<file path="config.mk">
export PLATFORM = sky130hd
export DESIGN_NAME = dac_pair_feed_flat
export DESIGN_NICKNAME = d
export VERILOG_FILES = /design/src/rtl/dac_pair_feed_pkg.sv /design/src/rtl/dac_pair_feed_if.sv /design/src/rtl/dac_pair_feed_fifo.sv /design/src/rtl/dac_pair_feed.sv /design/src/flat_wrapper.sv
export SDC_FILE = /design/constraint.sdc
export NUM_CORES = 1
export LEC_CHECK = 0
export BUFFER_PORTS_ARGS = -buffer_cell sky130_fd_sc_hd__buf_2
export CAP_MARGIN = 20
export CORE_MARGIN = 2
export CORE_UTILIZATION = 40
export CTS_CLUSTER_SIZE = 25
export DETAILED_ROUTE_END_ITERATION = 6
export PLACE_DENSITY = 0.67
export SYNTH_ARGS = -nofsm -noshare
export SYNTH_HDL_FRONTEND = slang
export SYNTH_SLANG_ARGS = --single-unit
</file>
<file path="constraint.sdc">
create_clock -name clk -period 4 [get_ports clk]
set_input_delay 0.6 -clock clk [delete_from_list [all_inputs] [get_ports clk]]
set_output_delay 0.6 -clock clk [all_outputs]
set_load 0.03 [all_outputs]
</file>
<file path="src/rtl/dac_pair_feed_pkg.sv">
// dac_feed_pkg: shared constants, FSM state type and sample conversion for
// the DAC pair feeder.
//   DAC_W          sample width of one DAC half-cycle
//   MIDSCALE       offset-binary zero level driven while idle or starved
//   state_t        feeder FSM states
//   to_offset_bin  two's-complement to offset-binary (MSB invert)
package dac_feed_pkg;

    localparam int unsigned DAC_W = 14;
    localparam logic [DAC_W-1:0] MIDSCALE = 14'h2000;

    typedef enum logic [1:0] {
        IDLE,
        PRIME,
        RUN
    } state_t;

    function automatic logic [DAC_W-1:0] to_offset_bin(input logic [DAC_W-1:0] s);
        return {~s[DAC_W-1], s[DAC_W-2:0]};
    endfunction

endpackage

</file>
<file path="src/rtl/dac_pair_feed_if.sv">
// dac_pair_feed_if: valid/ready sample-pair stream into the DAC feeder.
//   in_valid  producer has a pair
//   in_ready  feeder accepts a pair this cycle
//   in_d0     two's-complement sample, first half-cycle
//   in_d1     two's-complement sample, second half-cycle
// Modports: master (producer side), slave (feeder side).
interface dac_pair_feed_if;
    import dac_feed_pkg::*;

    logic             in_valid;
    logic             in_ready;
    logic [DAC_W-1:0] in_d0;
    logic [DAC_W-1:0] in_d1;

    modport master (output in_valid, in_d0, in_d1, input in_ready);
    modport slave  (input in_valid, in_d0, in_d1, output in_ready);

endinterface

</file>
<file path="src/rtl/dac_pair_feed_fifo.sv">
// dac_pair_fifo: synchronous first-word-fall-through FIFO for sample pairs.
//   clk, rst_n  clock, asynchronous active-low reset
//   flush       synchronous empty (overrides push/pop)
//   push, wdata write an entry (ignored when full)
//   pop         drop the head entry (ignored when empty)
//   rdata       head entry, valid while not empty
//   count       registered occupancy; full/empty derived from it
module dac_pair_fifo #(
    parameter int unsigned DEPTH_LOG2 = 2,
    parameter int unsigned W          = 28
) (
    input  logic                clk,
    input  logic                rst_n,
    input  logic                flush,
    input  logic                push,
    input  logic [W-1:0]        wdata,
    input  logic                pop,
    output logic [W-1:0]        rdata,
    output logic [DEPTH_LOG2:0] count,
    output logic                full,
    output logic                empty
);

    localparam int unsigned DEPTH = 1 << DEPTH_LOG2;
    localparam logic [DEPTH_LOG2:0] FULL_CNT = {1'b1, {DEPTH_LOG2{1'b0}}};

    logic [W-1:0]          mem [DEPTH];
    logic [DEPTH_LOG2-1:0] wr_ptr;
    logic [DEPTH_LOG2-1:0] rd_ptr;
    logic                  do_push;
    logic                  do_pop;

    assign full    = (count == FULL_CNT);
    assign empty   = (count == '0);
    assign do_push = push && !full;
    assign do_pop  = pop && !empty;
    assign rdata   = mem[rd_ptr];

    always_ff @(posedge clk or negedge rst_n) begin
        if (!rst_n) begin
            wr_ptr <= '0;
            rd_ptr <= '0;
            count  <= '0;
        end else if (flush) begin
            wr_ptr <= '0;
            rd_ptr <= '0;
            count  <= '0;
        end else begin
            if (do_push) wr_ptr <= wr_ptr + 1'b1;
            if (do_pop)  rd_ptr <= rd_ptr + 1'b1;
            if (do_push && !do_pop)      count <= count + 1'b1;
            else if (!do_push && do_pop) count <= count - 1'b1;
        end
    end

    always_ff @(posedge clk) begin
        if (do_push && !flush) mem[wr_ptr] <= wdata;
    end

endmodule

</file>
<file path="src/rtl/dac_pair_feed.sv">
// dac_pair_feed: sample-pair feeder for the 14-bit DDR DAC output cells.
// Buffers two's-complement pairs, primes the FIFO full before streaming,
// and presents one registered offset-binary pair per clock.
//   clk, rst_n      DAC clock, asynchronous active-low reset
//   enable          1 = stream, 0 = idle and flush
//   bus             slave side of the input pair stream
//   pattern_sel     select internal ramp (only with DAC_FEED_PATTERN_EN)
//   cnt_clr         synchronous clear of underrun_count
//   data0, data1    offset-binary samples to output cells D1/D2
//   underrun        one-cycle pulse per starved RUN cycle
//   underrun_count  saturating count of underruns
//   running         high in RUN
// Optional build macro: DAC_FEED_PATTERN_EN (ramp test pattern).
module dac_pair_feed
    import dac_feed_pkg::*;
#(
    parameter int unsigned DEPTH_LOG2 = 2,
    parameter int unsigned UCNT_W     = 16
) (
    input  logic              clk,
    input  logic              rst_n,
    input  logic              enable,
    dac_pair_feed_if.slave    bus,
    input  logic              pattern_sel,
    input  logic              cnt_clr,
    output logic [DAC_W-1:0]  data0,
    output logic [DAC_W-1:0]  data1,
    output logic              underrun,
    output logic [UCNT_W-1:0] underrun_count,
    output logic              running
);

    state_t                 state_q, state_d;
    logic                   flush, push, pop, starve, inc;
    logic                   run_active, pat_mode;
    logic [DEPTH_LOG2:0]    fifo_count;
    logic                   fifo_full, fifo_empty;
    logic [2*DAC_W-1:0]     fifo_rdata, pair_q;
    logic                   pop_q, starve_q;

    dac_pair_fifo #(
        .DEPTH_LOG2 (DEPTH_LOG2),
        .W          (2*DAC_W)
    ) u_fifo (
        .clk   (clk),
        .rst_n (rst_n),
        .flush (flush),
        .push  (push),
        .wdata ({bus.in_d0, bus.in_d1}),
        .pop   (pop),
        .rdata (fifo_rdata),
        .count (fifo_count),
        .full  (fifo_full),
        .empty (fifo_empty)
    );

    // Ready depends only on registered state and count, never on pop.
    assign bus.in_ready = (state_q != IDLE) && !fifo_full;
    assign push         = bus.in_valid && bus.in_ready;
    assign running      = (state_q == RUN);
    assign run_active   = (state_q == RUN) && enable;
    assign pop          = run_active && !pat_mode && !fifo_empty;
    assign starve       = run_active && !pat_mode && fifo_empty;
    assign inc          = run_active && !pat_mode && starve_q;

    always_ff @(posedge clk or negedge rst_n) begin
        if (!rst_n) state_q <= IDLE;
        else        state_q <= state_d;
    end

    always_comb begin
        state_d = state_q;
        flush   = 1'b0;
        unique case (state_q)
            IDLE: begin
                flush = 1'b1;
                if (enable) state_d = PRIME;
            end
            // Enter RUN on the edge that fills the FIFO.
            PRIME: begin
                if (fifo_full || (push && fifo_count == {1'b0, {DEPTH_LOG2{1'b1}}}))
                    state_d = RUN;
            end
            RUN: state_d = RUN;
            default: state_d = IDLE;
        endcase
        if (!enable) begin
            state_d = IDLE;
            flush   = 1'b1;
        end
    end

`ifdef DAC_FEED_PATTERN_EN
    logic [DAC_W-1:0] ramp_q;

    assign pat_mode = pattern_sel;

    always_ff @(posedge clk or negedge rst_n) begin
        if (!rst_n)                          ramp_q <= '0;
        else if (state_q == IDLE || !enable) ramp_q <= '0;
        else if (run_active && pat_mode)     ramp_q <= ramp_q + 14'd2;
    end
`else
    logic pattern_unused;

    assign pat_mode       = 1'b0;
    assign pattern_unused = pattern_sel;
`endif

    // Two-stage output: the popped pair (or starvation flag) is staged one
    // clock, then converted into the output registers on the next edge.
    // A staged pair is discarded if the ramp takes over in between.
    always_ff @(posedge clk or negedge rst_n) begin
        if (!rst_n) begin
            pair_q   <= '0;
            pop_q    <= 1'b0;
            starve_q <= 1'b0;
            data0    <= MIDSCALE;
            data1    <= MIDSCALE;
            underrun <= 1'b0;
        end else begin
            pop_q    <= pop;
            starve_q <= starve;
            if (pop) pair_q <= fifo_rdata;
            data0    <= MIDSCALE;
            data1    <= MIDSCALE;
            underrun <= inc;
            if (run_active) begin
`ifdef DAC_FEED_PATTERN_EN
                if (pat_mode) begin
                    data0 <= ramp_q;
                    data1 <= ramp_q + 14'd1;
                end else
`endif
                if (pop_q) begin
                    data0 <= to_offset_bin(pair_q[2*DAC_W-1:DAC_W]);
                    data1 <= to_offset_bin(pair_q[DAC_W-1:0]);
                end
            end
        end
    end

    always_ff @(posedge clk or negedge rst_n) begin
        if (!rst_n)                          underrun_count <= '0;
        else if (cnt_clr)                    underrun_count <= '0;
        else if (inc && underrun_count != '1) underrun_count <= underrun_count + 1'b1;
    end

endmodule

</file>
<file path="src/flat_wrapper.sv">
// flat-port wrapper written by rule: the top's interface ports become plain ports
module dac_pair_feed_flat import dac_feed_pkg::*;
#(
    parameter int unsigned DEPTH_LOG2 = 2,
    parameter int unsigned UCNT_W     = 16
)
  (clk, rst_n, enable, pattern_sel, cnt_clr, data0, data1, underrun, underrun_count, running, bus_in_valid, bus_in_d0, bus_in_d1, bus_in_ready);
  dac_pair_feed_if bus_i ();
  input  logic clk;
  input  logic rst_n;
  input  logic enable;
  input  logic pattern_sel;
  input  logic cnt_clr;
  output logic [DAC_W-1:0] data0;
  output logic [DAC_W-1:0] data1;
  output logic underrun;
  output logic [UCNT_W-1:0] underrun_count;
  output logic running;
  input wire logic [$bits(bus_i.in_valid)-1:0] bus_in_valid;
  input wire logic [$bits(bus_i.in_d0)-1:0] bus_in_d0;
  input wire logic [$bits(bus_i.in_d1)-1:0] bus_in_d1;
  output wire logic [$bits(bus_i.in_ready)-1:0] bus_in_ready;
  assign bus_i.in_valid = bus_in_valid;
  assign bus_i.in_d0 = bus_in_d0;
  assign bus_i.in_d1 = bus_in_d1;
  assign bus_in_ready = bus_i.in_ready;
  dac_pair_feed #(.DEPTH_LOG2(DEPTH_LOG2), .UCNT_W(UCNT_W)) u_core (.clk(clk), .rst_n(rst_n), .enable(enable), .bus(bus_i), .pattern_sel(pattern_sel), .cnt_clr(cnt_clr), .data0(data0), .data1(data1), .underrun(underrun), .underrun_count(underrun_count), .running(running));
endmodule
</file>
# After elaboration in Yosys (flattened, before gate mapping)

Memories as Yosys holds them, arrays and structs flattened. A register that Yosys moved wholly into a read port is not among the register bits.
Index checks and enable logic that the tools add are counted.

Equal/unequal tests: 6
Reduce and logical (&&, ||, !) cells: 27
Add/sub/neg operators: 5
Bitwise operators: 2
Mux-type cells: 20

Operators with widths:

| operator                | count |
|---|---|
| $mux W14                | 4 |
| $mux W16                | 2 |
| $add A16 B1 Y16 const B | 1 |
| $ne A16 B16 Y1 const B  | 1 |
| $logic_and A1 B1 Y1     | 13 |
| $mux W2                 | 6 |
| $mux W3                 | 3 |
| $reduce_bool A2 Y1      | 4 |
| $logic_not A1 Y1        | 6 |
| $pmux W2 S3             | 1 |
| $add A2 B1 Y2 const B   | 2 |
| $mux W1                 | 4 |
| $add A3 B1 Y3 const B   | 1 |
| $eq A3 B2 Y1 const B    | 1 |
| $eq A3 B3 Y1 const B    | 1 |
| $logic_not A3 Y1        | 1 |
| $ne A3 B2 Y1 const B    | 1 |
| $reduce_bool A3 Y1      | 1 |
| $sub A3 B1 Y3 const B   | 1 |
| $eq A2 B1 Y1 const B    | 1 |
| $eq A2 B2 Y1 const B    | 1 |
| $logic_not A2 Y1        | 1 |
| $not A1 Y1              | 2 |
| $logic_or A1 B1 Y1      | 1 |

Memory bits (writable): 112
Memories: 1
Register bits: 56
Word-level logic and storage cells: 71

Memory list:

| memory            | depth | width | read ports | clocked after Yosys merged registers in | wr ports | RTL line                 | source |
|---|---|---|---|---|---|---|---|
| u_core.u_fifo.mem | 4     | 28    | 1          | 1                                       | 1        | dac_pair_feed_fifo.sv:27 | `logic [W-1:0] mem [DEPTH];` |

# Longest topological paths before layout

Gate-level depths: netlist (run 1).

Depth after elaboration: 10
Gate-level depth with buffers: 9
Depth with buffers taken out: 8

# Modules after synthesis

From an unflattened synthesis (run 1), not the netlist that was laid out.

Cell total of the unflattened synthesis: 507
Area, all modules: 7,679.9 um^2

By module, submodules not included:

| module        | times used | area an instance (um^2) | cells an instance | seq. area each (um^2) |
|---|---|---|---|---|
| dac_pair_fifo | 1          | 4,590.7                 | 209               | 3,538.4 |
| dac_pair_feed | 1          | 3,089.2                 | 298               | 1,929.4 |

# Worst setup path before layout (run 1)

OpenSTA, ideal clock, no wires.

Path type: reg2reg
Start: register u_core.state_q[0]
End: register u_core.u_fifo.count[2]
Path slack: 1,449 ps
Setup time: 78 ps
Period minus slack after synthesis: 2,551 ps
Path buffers: 1
Arrival: 2,473 ps
Cell stages (with the launch flop): 10
Cells stage by stage: dfrtp_1 -> inv_1 -> ha_1 -> o311ai_1 -> clkbuf_1 -> ha_1 -> fa_1 -> xnor2_1 -> or3_1 -> a21oi_1

Cells in the longest elaborated chain, start to end: 8

RTL lines:

| what                     | RTL line                 | source |
|---|---|---|
| start: declaration       | dac_pair_feed.sv:33      | `state_t state_q, state_d;` |
| start signal: assignment | dac_pair_feed.sv:68      | `else state_q <= state_d;` |
| $eq A2 B2 Y1 *           | --                       |  |
| named net running        | flat_wrapper.sv:18       | `output logic running;` |
| $logic_and A1 B1 Y1 *    | dac_pair_feed.sv:61      | `assign run_active = (state_q == RUN) && enable;` |
| $logic_and A1 B1 Y1 *    | dac_pair_feed.sv:62      | `assign pop = run_active && !pat_mode && !fifo_empty;` |
| $logic_and A1 B1 Y1 *    | dac_pair_feed_fifo.sv:36 | `assign do_pop = pop && !empty;` |
| $logic_not A1 Y1         | dac_pair_feed_fifo.sv:51 | `if (do_push && !do_pop) count <= count + 1'b1;` |
| $logic_and A1 B1 Y1      | dac_pair_feed_fifo.sv:51 |  |
| $mux W3                  | dac_pair_feed_fifo.sv:51 |  |
| $mux W3                  | dac_pair_feed_fifo.sv:44 | `end else if (flush) begin` |
| end signal: assignment   | dac_pair_feed_fifo.sv:51 |  |
| end signal: assignment   | dac_pair_feed_fifo.sv:52 | `else if (!do_push && do_pop) count <= count - 1'b1;` |
| end: declaration         | dac_pair_feed_fifo.sv:19 | `output logic [DEPTH_LOG2:0] count,` |

The timed path passes the listed nets; every way through them passes the cells marked *.
A chain may end at the register's enable or synchronous reset.

# Final worst setup path (run 1)

Start: register u_core.state_q[0]
End: memory u_core.u_fifo.mem[2][9], enable pin

Cells in the longest elaborated chain, start to end: 7

RTL lines:

| what                                                           | RTL line                                           | source |
|---|---|---|
| $logic_not A2 Y1 / $reduce_bool A2 Y1 (equally long branches)  | dac_pair_feed.sv:74, dac_pair_feed.sv:58           |  |
| $mux W1 / $logic_and A1 B1 Y1 (equally long branches)          | dac_pair_feed.sv:74, dac_pair_feed.sv:58           |  |
| $mux W1 / $logic_and A1 B1 Y1 (equally long branches)          | dac_pair_feed.sv:87, dac_pair_feed.sv:59           |  |
| $logic_not A1 Y1 / $logic_and A1 B1 Y1 (equally long branches) | dac_pair_feed_fifo.sv:57, dac_pair_feed_fifo.sv:35 |  |
| $logic_and A1 B1 Y1 *                                          | dac_pair_feed_fifo.sv:57                           | `if (do_push && !flush) mem[wr_ptr] <= wdata;` |
| $mux W1 *                                                      | dac_pair_feed_fifo.sv:57                           |  |
| $mux W1 (implied by the code) *                                | dac_pair_feed_fifo.sv:57                           |  |
| end: declaration                                               | dac_pair_feed_fifo.sv:27                           |  |

Every way passes the cells marked *; elsewhere a longest branch is shown, timed or not.

==> results of run 1 <==
## path summary, 6_finish.rpt
check | to | slack (ps) | cells past startpoint
min | u_core.underrun_count[3] | 160 | 1
max | u_core.u_fifo.mem[2][9] | 1470 | 4
min in group clk | u_core.u_fifo.mem[3][16] | 380 | 1
max in group asynchronous | u_core.data0[13] | 3170 | 2
max reg2reg | u_core.u_fifo.mem[2][9] | 1470 | 4
min reg2reg | u_core.data0[13] | 400 | 1
## sequential cells by signal (all words and copies together), names as in the netlist, 2 cells and up
register               flops
u_core.pair_q             28
u_core.state_q             2
u_core.u_fifo.count        3
u_core.u_fifo.mem        112
u_core.data1              14
u_core.underrun_count     16
u_core.u_fifo.rd_ptr       2
u_core.u_fifo.wr_ptr       2
u_core.data0              14
## report_power, final
group	leakage, nW	switching (mW)	internal (mW)	total (mW)
combinational	1.16	0.310	0.191	0.501
sequential	2.16	0.0978	2.36	2.46
clock	0.304	0.819	0.897	1.72
## metrics by stage
stage / util (%) / hold slack (ps) / area, um^2
after global routing: 47.82 / 195.7 / 8945
after floorplan: - / 304.4 / 7604
final: 47.85 / 156.9 / 8950
after global placement: 44.18 / 387.2 / 8264
after detailed placement: 44.18 / 394.8 / 8264
after CTS: 47.51 / 365.8 / 8887
## synth_stat cells (all sizes together)
cell type  instances
edfxtp           112
nand2             98
dfrtp             82
mux4              28
and2              27
a21oi             13
inv               13
nor2              11
clkbuf            10
ha                10
nand3             10
buf                8
or4                8
o31ai              7
and3               6
nor4               6
o21ai              6
nand4              5
or3                4
nor3               3
xnor2              3
dfstp              2
mux2i              2
nor2b              2
nor3b              2
o311ai             2
o41ai              2
xor2               2
a211oi             1
and4               1
fa                 1
mux2               1
nand2b             1
nand4b             1
o2111ai            1
o31a               1
or3b               1
## layer usage
| metal | GRT usage (%) | up-vias |
|---|---|---|
| met3 | 5.029 | 13 |
| met1 | 18.14 | 2157 |
| met2 | 25.34 | 89 |
| met5 | 0 | - |
| li1 | - | 1978 |
| met4 | 4.684 | 0 |
## logic make-up (layout without fill, tap and decap cells)
group,after synthesis,in the layout
AOI/OAI and AO/OA,33,33
xor gates and xnor gates,5,5
adders and majority gates,11,11
buffers and inverters,31,129
DFF,196,196
muxes,31,31
other,0,3
and+or+nand+nor,186,186
## final cells by class
cell class	instances	area (um^2)	share of cell area, %
sequential	196	5469	61.11
multi-input combinational	266	2033	22.72
timing repair buffer	84	475.5	5.312
clock buffer	19	464.2	5.187
tap	234	292.8	3.271
clock inverter	13	158.9	1.775
inverter	13	48.80	0.5452
antenna	3	7.507	0.08388
## worst max-delay path, delay by kind of cell, from the launching register on
kind / cells / cell delay, ps
buffers and inverters: 1 / 90
adders and majority gates: 1 / 260
DFF: 1 / 360
and+or+nand+nor: 2 / 1440
==> results.py, run 1 <==
metrics = {
    "run_status": {
        "status": "completed",
    },
    "sta": {
        "fin_crit_ps": 2529,
        "max_slew.worst_pin.slew_ps": 1006,
        "setup_violations": 0,
        "relSlewSlack_pct": 32.95,
        "hold_violations": 0,
        "fin_crit_sh_pct": 63.22,
        "rsz0062_at_grt": "false",
        "fmaxAchievable_mhz": 395.5,
        "slew_viol_final": 0,
        "finalClockSkew_ps": 15.63,
        "finalSetupTns_ps": 0,
        "timing.final.ws_setup_ps": 1471,
    },
    "route": {
        "drcViolationCount": 0,
        "drtIter0Drc": 144,
        "vias": 4237,
        "wl_per_cell_um": 17.31,
        "wl_met3_um": 711,
        "highest_layer": "met4",
        "wl_um": 14330,
        "via_per_inst": 5.117,
        "dr.pass1.iters": 4,
        "wl_met2_um": 7362,
        "met1_length_um": 6108,
        "antenna_left": 0,
    },
    "synthesis": {
        "yosysSeqAreaShare_pct": 71.91,
        "syn_nets": 538,
        "syn_area_um2": 7604,
        "synth_compound_area_share_pct": 2.732,
        "syn_avg_cell_area_um2": 15.42,
        "yosys.area_share.simple_pct": 12.52,
        "synthMuxAreaShare_pct": 8.705,
        "syn_inst": 493,
        "synth_top_family_by_area": "simple AND/OR/NAND/NOR gates",
        "synth_fa_ha_area_share_pct": 1.909,
        "ys_ff_latch": 196,
        "synth_xor_area_share_pct": 0.5759,
        "netlist-cell-type-count": 45,
        "synth.top_cells.by_area": "edfxtp_1, dfrtp_1, mux4_2",
        "ys_warn_count": 0,
        "synth_top_area_share_pct": 44.23,
        "yosys.area.top_type": "edfxtp_1",
    },
    "global_routing": {
        "grt_overflow": 0,
        "grt_max_degree": 85,
        "grt_pass1_vias": 4501,
        "grt_pass1_wl_um": 23050,
        "grt_usage_pct": 14.93,
        "grt_antenna_before_repair": 3,
    },
    "worst_setup_path": {
        "worst_setup_path_start_kind": "flip-flop",
        "worstPathCellList": "inv_1 > ha_1 > nor3b_1 > and3_2",
        "r2r-start": "u_core.state_q[0]",
        "critPathArrivalTime_ps": 2570,
        "crit_path_end_kind": "flip-flop",
        "worstPathRequired_ps": 4040,
        "crit_start": "u_core.state_q[0]",
        "worst_path_max_delay_cell": "and3_2",
        "cp_max_fo": 28,
        "slowest_delay_ps": 840,
        "crit_type": "reg2reg",
    },
    "clock_network": {
        "cts_root_buf": "clkbuf_16",
        "htree_levels": 4,
        "clock_sinks": 196,
        "path_clk_slew_ps": 80,
        "cts_setup_buffers": 0,
        "clk_path_buf_depth": 2,
        "cts_tree": "yes",
        "cts_buffers": 17,
        "post_cts_resize_count": 0,
        "hold_buffers": 0,
        "clkLatencyLatePin_ps": 430,
    },
    "floorplan": {
        "ios": 81,
        "num_rows": 50,
        "start_util_pct": 40.65,
        "die_w_um": 141.9,
        "die-area_um2": 20130,
        "core_um2": 18710,
        "die_h_um": 141.9,
    },
    "placement": {
        "placed_cells": 791,
        "pre_cts_ws_ps": 1445,
        "port-buffer-count": 79,
        "gp_congestion": 0.8267,
        "hpwl_um": 8669,
    },
    "power": {
        "p_leak_nw": 3.622,
        "power.total_mw": 4.675,
        "pwr_density_cell_nw_per_um2": 522.4,
        "ir_drop_mv": 0.4787,
    },
    "worst_hold_path": {
        "hold_class": "in2async",
    },
    "layout": {
        "layout_common_cells": "edfxtp_1, nand2_1, dfrtp_1",
        "fin_cells": 828,
        "drive_above_1_share_pct": 27.58,
        "area_growth_pct": 17.71,
        "final_common_cell": "edfxtp_1",
        "nFillCells": 1570,
        "num-nets-final": 623,
    },
    "flow_run": {
        "timing.max_cap.violations": 0,
    },
}
Power figures use the tool's default switching activity.
==> inputs of run 2 (changes only) <==
--- a/config.mk
+++ b/config.mk
@@ -5,13 +5,14 @@
 export SDC_FILE = /design/constraint.sdc
 export NUM_CORES = 1
 export LEC_CHECK = 0
+export ABC_AREA = 1
 export BUFFER_PORTS_ARGS = -buffer_cell sky130_fd_sc_hd__buf_2
 export CAP_MARGIN = 20
 export CORE_MARGIN = 2
 export CORE_UTILIZATION = 40
 export CTS_CLUSTER_SIZE = 25
 export DETAILED_ROUTE_END_ITERATION = 6
-export PLACE_DENSITY = 0.67
+export PLACE_DENSITY = 0.69
 export SYNTH_ARGS = -nofsm -noshare
 export SYNTH_HDL_FRONTEND = slang
 export SYNTH_SLANG_ARGS = --single-unit
==> constraint.sdc (replaced) <==
create_clock -name clk -period 2.3 [get_ports clk]
set_input_delay 0.345 -clock clk [delete_from_list [all_inputs] [get_ports clk]]
set_output_delay 0.345 -clock clk [all_outputs]
set_load 0.03 [all_outputs]
==> run 2 against run 1 <==
Compared with the run above:
- sequential power grew 68%
- sequential share of layout area shrank 1.6 points
- routed wire length grew 5.1%
- highest routed layer is now met5
- cell area grew 2.6%
- die area grew 2.1%
- critical path type unchanged
- largest power group unchanged
- largest cell class unchanged
- fmax grew 21%
- area after synthesis grew 2.2%
- first-iteration DRC count grew 93%
==> results.py, run 2 <==
metrics = {
    "worst_setup_path": {
        "cp_max_fo": 27,
        "worst_path_max_delay_cell": "nor3_2",
        "worstPathCellList": "inv_1 > ha_1 > nor3_2 > nand2_1 > nor2_2 > buf_12",
        "reg2reg_depth": 6,
        "crit_path_end_kind": "flip-flop",
        "slowest_delay_ps": 380,
        "worst_setup_path_start_kind": "flip-flop",
        "crit_type": "reg2reg",
        "worstPathRequired_ps": 2420,
        "critPathArrivalTime_ps": 2210,
    },
    "layout": {
        "drive_above_1_share_pct": 19.24,
        "nFillCells": 1699,
        "top_regs": "u_core.u_fifo.mem: 112 flops, u_core.pair_q: 28 flops, u_core.underrun_count: 16 flops",
        "largest_reg_flops": 112,
        "layout_common_cells": "nor2_1, edfxtp_1, nand2_1",
        "multi_input_comb_area_um2": 1937,
        "fin_cells": 1047,
        "final-seq-area_um2": 5468,
        "regMostFlops": "u_core.u_fifo.mem",
        "num-nets-final": 817,
        "area_growth_pct": 18.18,
    },
    "synthesis": {
        "synth_xor_area_share_pct": 0.6764,
        "synthMuxAreaShare_pct": 0,
        "synth_fa_ha_area_share_pct": 1.868,
        "syn_avg_cell_area_um2": 11.32,
        "syn_area_um2": 7769,
        "ys_ff_latch": 196,
        "synth_edf_count": 112,
        "yosys.area_share.simple_pct": 13.95,
        "synth_top_area_share_pct": 43.29,
        "yosysSeqAreaShare_pct": 70.38,
        "synth_compound_area_share_pct": 8.311,
        "netlist-cell-type-count": 30,
        "ys_top_cells_by_count": "nor2_1, edfxtp_1, nand2_1, dfrtp_1, o21ai_0",
        "synth_ff_type": "edfxtp_1",
        "synth_top_family_by_area": "simple AND/OR/NAND/NOR gates",
        "synth.top_cells.by_area": "edfxtp_1, dfrtp_1, nor2_1",
        "yosysMostFrequentCell": "nor2_1",
        "yosys.area.top_type": "edfxtp_1",
        "ys_warn_count": 0,
        "syn_inst": 686,
        "synth-async-reset-ratio_pct": 42.86,
        "syn_nets": 731,
    },
    "sta": {
        "max_slew.worst_pin.slew_ps": 557.8,
        "slew_viol_final": 0,
        "finalClockSkew_ps": 11.65,
        "fin_crit_sh_pct": 90.76,
        "relSlewSlack_pct": 62.81,
        "timing.final.ws_setup_ps": 212.4,
        "rsz0062_at_grt": "false",
        "fin_crit_ps": 2088,
        "hold-worst-slack_ps": 129.8,
        "hold_violations": 0,
        "setup_violations": 0,
        "fmaxAchievable_mhz": 479.0,
    },
    "placement": {
        "gp_congestion": 0.8435,
        "port-buffer-count": 79,
        "pre_cts_ws_ps": 217.1,
        "placed_cells": 1012,
        "hpwl_um": 9738,
    },
    "route": {
        "antenna_left": 0,
        "drtIter0Drc": 278,
        "wl_um": 15060,
        "wl_per_cell_um": 14.38,
        "vias": 5012,
        "dr.pass1.iters": 4,
        "via_per_inst": 4.787,
        "drcViolationCount": 0,
    },
    "global_routing": {
        "grt_usage_pct": 15.49,
        "grt_antenna_before_repair": 5,
        "grt_pass1_wl_um": 24250,
        "grt_pass1_vias": 4869,
        "grt_overflow": 0,
        "grt_max_degree": 58,
    },
    "floorplan": {
        "ios": 81,
        "die_w_um": 143.4,
        "core_um2": 18890,
        "die-area_um2": 20550,
        "start_util_pct": 41.12,
        "die_h_um": 143.4,
        "num_rows": 50,
    },
    "clock_network": {
        "cts_buffers": 17,
        "htree_levels": 4,
        "clkLatencyLatePin_ps": 430,
        "clk_path_buf_depth": 2,
        "post_cts_resize_count": 0,
        "cts_tree": "yes",
        "clock_sinks": 196,
        "path_clk_slew_ps": 70,
        "cts_root_buf": "clkbuf_16",
    },
    "power": {
        "p_leak_nw": 3.909,
        "pwr_density_cell_nw_per_um2": 869.7,
        "ir_drop_mv": 0.4305,
    },
    "flow_run": {
        "timing.max_cap.violations": 0,
    },
    "run_status": {
        "status": "completed",
    },
    "worst_hold_path": {
        "hold_class": "in2reg",
        "whs_path_depth": 1,
    },
}
## run 2: cell types whose count changed in the layout (fill, tap and decap cells not counted), moves of 28 or more
cell,previous run,this run
nor2_1,11,112
mux4_2,28,0
o22ai_1,0,28
o21ai_1,0,29
o21ai_0,6,61
inv_1,12,56
## run 2: critical path, delay by kind of cell (launching register included)
family / cells / cell delay [ps]
fa+ha+maj: 1 / 250
simple gates: 3 / 850
flops: 1 / 350
buf+inv: 2 / 310
## run 2: report_power, final
part | total [mW] | leakage [nW] | internal [mW] | switching (mW)
Sequential | 4.13 | 2.08 | 4.04 | 0.0921
Combinational | 0.913 | 1.54 | 0.313 | 0.600
Clock | 2.94 | 0.286 | 1.64 | 1.30
Total | 7.99 | 3.91 | 6.00 | 1.99
## run 2: path summary, 6_finish.rpt
kind                                         from                       to  slack [ps]
max in group asynchronous                   rst_n          u_core.data1[5]        1270
worst min register to register  u_core.pair_q[27]         u_core.data0[13]         420
worst max register to register  u_core.state_q[0]  u_core.u_fifo.mem[1][4]         210
worst max-delay path            u_core.state_q[0]  u_core.u_fifo.mem[1][4]         210
worst min-delay path                 bus_in_d1[5]  u_core.u_fifo.mem[1][5]         130
min in group asynchronous                   rst_n          u_core.data1[8]         420
## run 2: cell type report
class / count / share of cell area (%)
clock inverters: 13 / 1.812
multi-input cells: 396 / 21.10
diodes: 2 / 0.05451
flip-flops and latches: 196 / 59.55
repair buffers: 96 / 6.569
inverters: 65 / 2.657
clock buffers: 19 / 4.715
well taps: 260 / 3.543
## run 2: cells by family (layout without fill, tap and decap cells)
family                     Yosys count  after routing
and+or+nand+nor                    258            258
DFF                                196            196
AOI/OAI and AO/OA                  121            121
buffers and inverters               94            193
adders and majority gates           11             11
xor gates and xnor gates             6              6
other                                0              2
## run 2: per-layer routing
layer	vias up	GRT usage [%]	wire length, um
met5	-	0	23
met4	4	6.244	219
met3	23	4.998	934
met2	130	25.66	7236
met1	2376	18.80	6642
li1	2479	-	-
## run 2: timing repair
action / 4_1_cts / 5_1_grt
setup buffers: 0 / 0
hold buffers: 1 / 0
endpoints found under the hold margin: 31 / 0
## run 2: stage by stage
step                      power, mW  setup TNS, ps  utilization (%)  instance area (um^2)
after CTS                     8.074              0            48.57                  9176
after global placement        5.076              0            45.34                  8567
after floorplan               4.809         -44200                -                  7769
after global routing          8.358              0            48.57                  9176
after detailed placement      5.121              0            45.34                  8567
final                         7.985              0            48.60                  9181
==> inputs of run 3 (changes only) <==
--- a/config.mk
+++ b/config.mk
@@ -5,7 +5,6 @@
 export SDC_FILE = /design/constraint.sdc
 export NUM_CORES = 1
 export LEC_CHECK = 0
-export ABC_AREA = 1
 export BUFFER_PORTS_ARGS = -buffer_cell sky130_fd_sc_hd__buf_2
 export CAP_MARGIN = 20
 export CORE_MARGIN = 2
@@ -15,4 +14,5 @@
 export PLACE_DENSITY = 0.69
 export SYNTH_ARGS = -nofsm -noshare
 export SYNTH_HDL_FRONTEND = slang
+export SYNTH_HIERARCHICAL = 1
 export SYNTH_SLANG_ARGS = --single-unit
==> run 3 against run 2 <==
Compared with the run above:
- cell area increased by 0.20%
- clock power shrank 6%
- clock skew decreased by 2.8 ps
==> results.py, run 3 <==
metrics = {
    "worst_setup_path": {
        "cp_max_fo": 8,
        "reg2reg_slack_ps": 20,
        "crit_type": "reg2reg",
        "critPathArrivalTime_ps": 2620,
        "worst_setup_path_start_kind": "flip-flop",
        "worstPathRequired_ps": 2640,
        "r2r-start": "u_core/u_fifo/count[0]",
        "cp_num_cells": 8,
        "timing.critical_path.buf_inv": 1,
        "reg2reg_depth": 8,
        "crit_start": "u_core/u_fifo/count[0]",
        "reg2reg_to": "u_core/u_fifo/count[1]",
        "worstSetupEndpoint": "u_core/u_fifo/count[1]",
        "worstPathCellList": "or2_4 > buf_4 > o21ai_4 > a21oi_2 > fa_1 > a311oi_2 > o21ai_1 > a211oi_2",
        "slowest_delay_ps": 520,
        "crit_path_end_kind": "flip-flop",
        "critical-path-top-delay-family": "compound AO/OA/AOI/OAI gates",
        "worst_path_max_delay_cell": "fa_1",
    },
    "clock_network": {
        "htree_levels": 4,
        "path_clk_slew_ps": 70,
        "cts_tree": "yes",
        "clock_sinks": 196,
        "clk_path_buf_depth": 2,
        "cts_root_buf": "clkbuf_16",
        "cts_buffers": 17,
        "clkLatencyLatePin_ps": 430,
    },
    "power": {
        "power.total_mw": 7.360,
        "pwr_density_cell_nw_per_um2": 800.0,
        "p_leak_nw": 3.762,
        "p_int_mw": 5.606,
        "p_comb_share_pct": 8.6,
        "switchingPower_mw": 1.754,
        "power_frac_clock_pct": 37.7,
        "switching_share_pct": 23.83,
        "ir_drop_mv": 0.7860,
        "p_seq_share_pct": 53.7,
    },
    "synthesis": {
        "synth_fa_ha_area_share_pct": 1.727,
        "yosys.area_share.simple_pct": 11.84,
        "syn_inst": 507,
        "netlist-cell-type-count": 50,
        "ys_top_cells_by_count": "edfxtp_1, nand2_1, dfrtp_1, and2_1, mux4_2",
        "syn_avg_cell_area_um2": 15.15,
        "synth_top_area_share_pct": 43.79,
        "synth_xor_area_share_pct": 1.939,
        "ys_ff_latch": 196,
        "synth.top_cells.by_area": "edfxtp_1, dfrtp_1, mux4_2",
        "synthMuxAreaShare_pct": 8.863,
        "syn_nets": 551,
        "synth_top_family_by_area": "simple AND/OR/NAND/NOR gates",
        "syn_area_um2": 7680,
        "synth_compound_area_share_pct": 2.493,
        "yosysMostFrequentCell": "edfxtp_1",
        "yosysSeqAreaShare_pct": 71.20,
        "synth-async-reset-ratio_pct": 42.86,
        "synth_edf_count": 112,
        "yosys.area.top_type": "edfxtp_1",
        "ys_warn_count": 6,
        "synth_ff_type": "edfxtp_1",
    },
    "sta": {
        "setup_violations": 0,
        "relSlewSlack_pct": 59.44,
        "hold_violations": 0,
        "fin_crit_sh_pct": 99.30,
        "finalClockSkew_ps": 8.884,
        "fin_crit_ps": 2284,
        "fmaxAchievable_mhz": 437.9,
        "rsz0062_at_grt": "true",
        "slew_viol_final": 0,
        "max_slew.worst_pin.slew_ps": 602.8,
        "timing.final.ws_setup_ps": 16.13,
    },
    "layout": {
        "area_growth_pct": 19.79,
        "antennaDiodeCount": 0,
        "layout_common_cells": "edfxtp_1, nand2_1, dfrtp_1",
        "fin_cells": 857,
        "multi_input_comb_area_um2": 2127,
        "final-seq-area_um2": 5472,
        "num-nets-final": 654,
        "final_area_um2": 9200,
        "final_common_cell": "edfxtp_1",
        "drive_above_1_share_pct": 30.66,
        "top_regs": "u_core/u_fifo/mem: 112 flops, u_core/pair_q: 28 flops, u_core/underrun_count: 16 flops",
        "regMostFlops": "u_core/u_fifo/mem",
        "nFillCells": 1593,
        "largest_reg_flops": 112,
    },
    "route": {
        "dr.pass1.iters": 4,
        "wl_um": 14190,
        "wl_per_cell_um": 16.56,
        "antenna_left": 0,
        "vias": 4289,
        "via_per_inst": 5.005,
        "drcViolationCount": 0,
        "drtIter0Drc": 280,
    },
    "global_routing": {
        "grt_pass1_vias": 4487,
        "grt_max_degree": 42,
        "grt_usage_pct": 14.94,
        "grt_overflow": 0,
        "grt_antenna_before_repair": 0,
        "grt_pass1_wl_um": 23150,
    },
    "placement": {
        "pre_cts_ws_ps": 2.792,
        "placed_cells": 822,
        "hpwl_um": 9165,
        "port-buffer-count": 79,
        "gp_congestion": 0.8768,
        "placement.cell_area_um2": 8583,
    },
    "floorplan": {
        "num_rows": 50,
        "start_util_pct": 40.92,
        "die_w_um": 142.6,
        "ios": 81,
        "core_um2": 18770,
        "die-area_um2": 20320,
        "die_h_um": 142.6,
    },
    "worst_hold_path": {
        "hold_class": "in2reg",
    },
    "flow_run": {
        "timing.max_cap.violations": 0,
    },
    "run_status": {
        "status": "completed",
    },
}
run 3: changes by cell type in the layout (fill, tap and decap cells not counted), sizes merged, moves of 9 or more:
| cell | previous run | this run |
|---|---|---|
| and2 | 0 | 31 |
| buf | 95 | 105 |
| inv | 70 | 19 |
| mux4 | 0 | 28 |
| nand4 | 14 | 4 |
| nor2 | 122 | 26 |
| o21ai | 90 | 5 |
| o22ai | 28 | 0 |
| xnor2 | 1 | 10 |
run 3: area by class of cell:
cell class	count	share of cell area (%)
Timing Repair Buffer	106	7.643
Multi-Input combinational cell	277	23.12
Clock inverter	13	1.278
Clock buffer	19	4.814
Tap cell	234	3.182
Inverter	12	0.4896
Sequential cell	196	59.47
run 3: worst min-delay path by stage:
stage | cells past startpoint | slack, ps | startpoint | end
finish | 1 | 120 | bus_in_d0[0] | u_core/u_fifo/mem[3][14]
global route | 1 | 110 | bus_in_d0[2] | u_core/u_fifo/mem[1][16]
CTS | 1 | 100 | bus_in_d0[0] | u_core/u_fifo/mem[3][14]
detailed placement | 1 | 340 | rst_n | u_core/data1[6]
global placement | 1 | 340 | rst_n | u_core/data1[6]
floorplan | 0 | 50 | rst_n | u_core/data0[0]
run 3: power groups by stage:
stage               combinational (mW)  clock (mW)  sequential (mW)
floorplan                        0.375           0             4.01
global placement                 0.554           0             4.02
detailed placement               0.581           0             4.03
CTS                              0.596        2.84             3.96
global route                     0.693        2.99             3.97
finish                           0.630        2.77             3.96
run 3: logic make-up after synthesis:
logic type | after synthesis
adder cells (fa/ha/maj) | 10
AO/OA/AOI/OAI | 25
flip-flops | 196
multiplexers | 33
AND/OR/NAND/NOR | 192
XOR/XNOR | 17
buffers and inverters | 34
run 3: per-layer routing:
metal | track usage (%) | up-vias | wire, um
li1 | - | 2020 | -
met1 | 19.30 | 2145 | 6374
met2 | 25.13 | 111 | 7030
met3 | 3.365 | 13 | 620
met4 | 4.950 | 0 | 164
met5 | 0 | - | 0
run 3: timing repair:
item,4_1_cts,5_1_grt
endpoints found under the setup margin,1,22
resized for setup,2,5
pin swaps,0,4
setup buffers,0,2
hold buffers,1,0
endpoints found under the hold margin,34,0
run 3: stage by stage:
stage          hold slack, ps  utilization, %  TNS, ps
4_1_cts                 103.8           48.82        0
6_report                124.8           49.02        0
5_1_grt                 111.9           49.02   -85.85
2_1_floorplan           49.41               -        0
3_5_place_dp            341.9           45.73        0
3_3_place_gp            336.3           45.73        0
run 3: worst reg2reg max path, cell delays in order, from the launching register on:
cell,delay (ps)
dfrtp_2,470
or2_4,270
buf_4,160
o21ai_4,150
a21oi_2,60
fa_1,520
a311oi_2,280
o21ai_1,120
a211oi_2,190
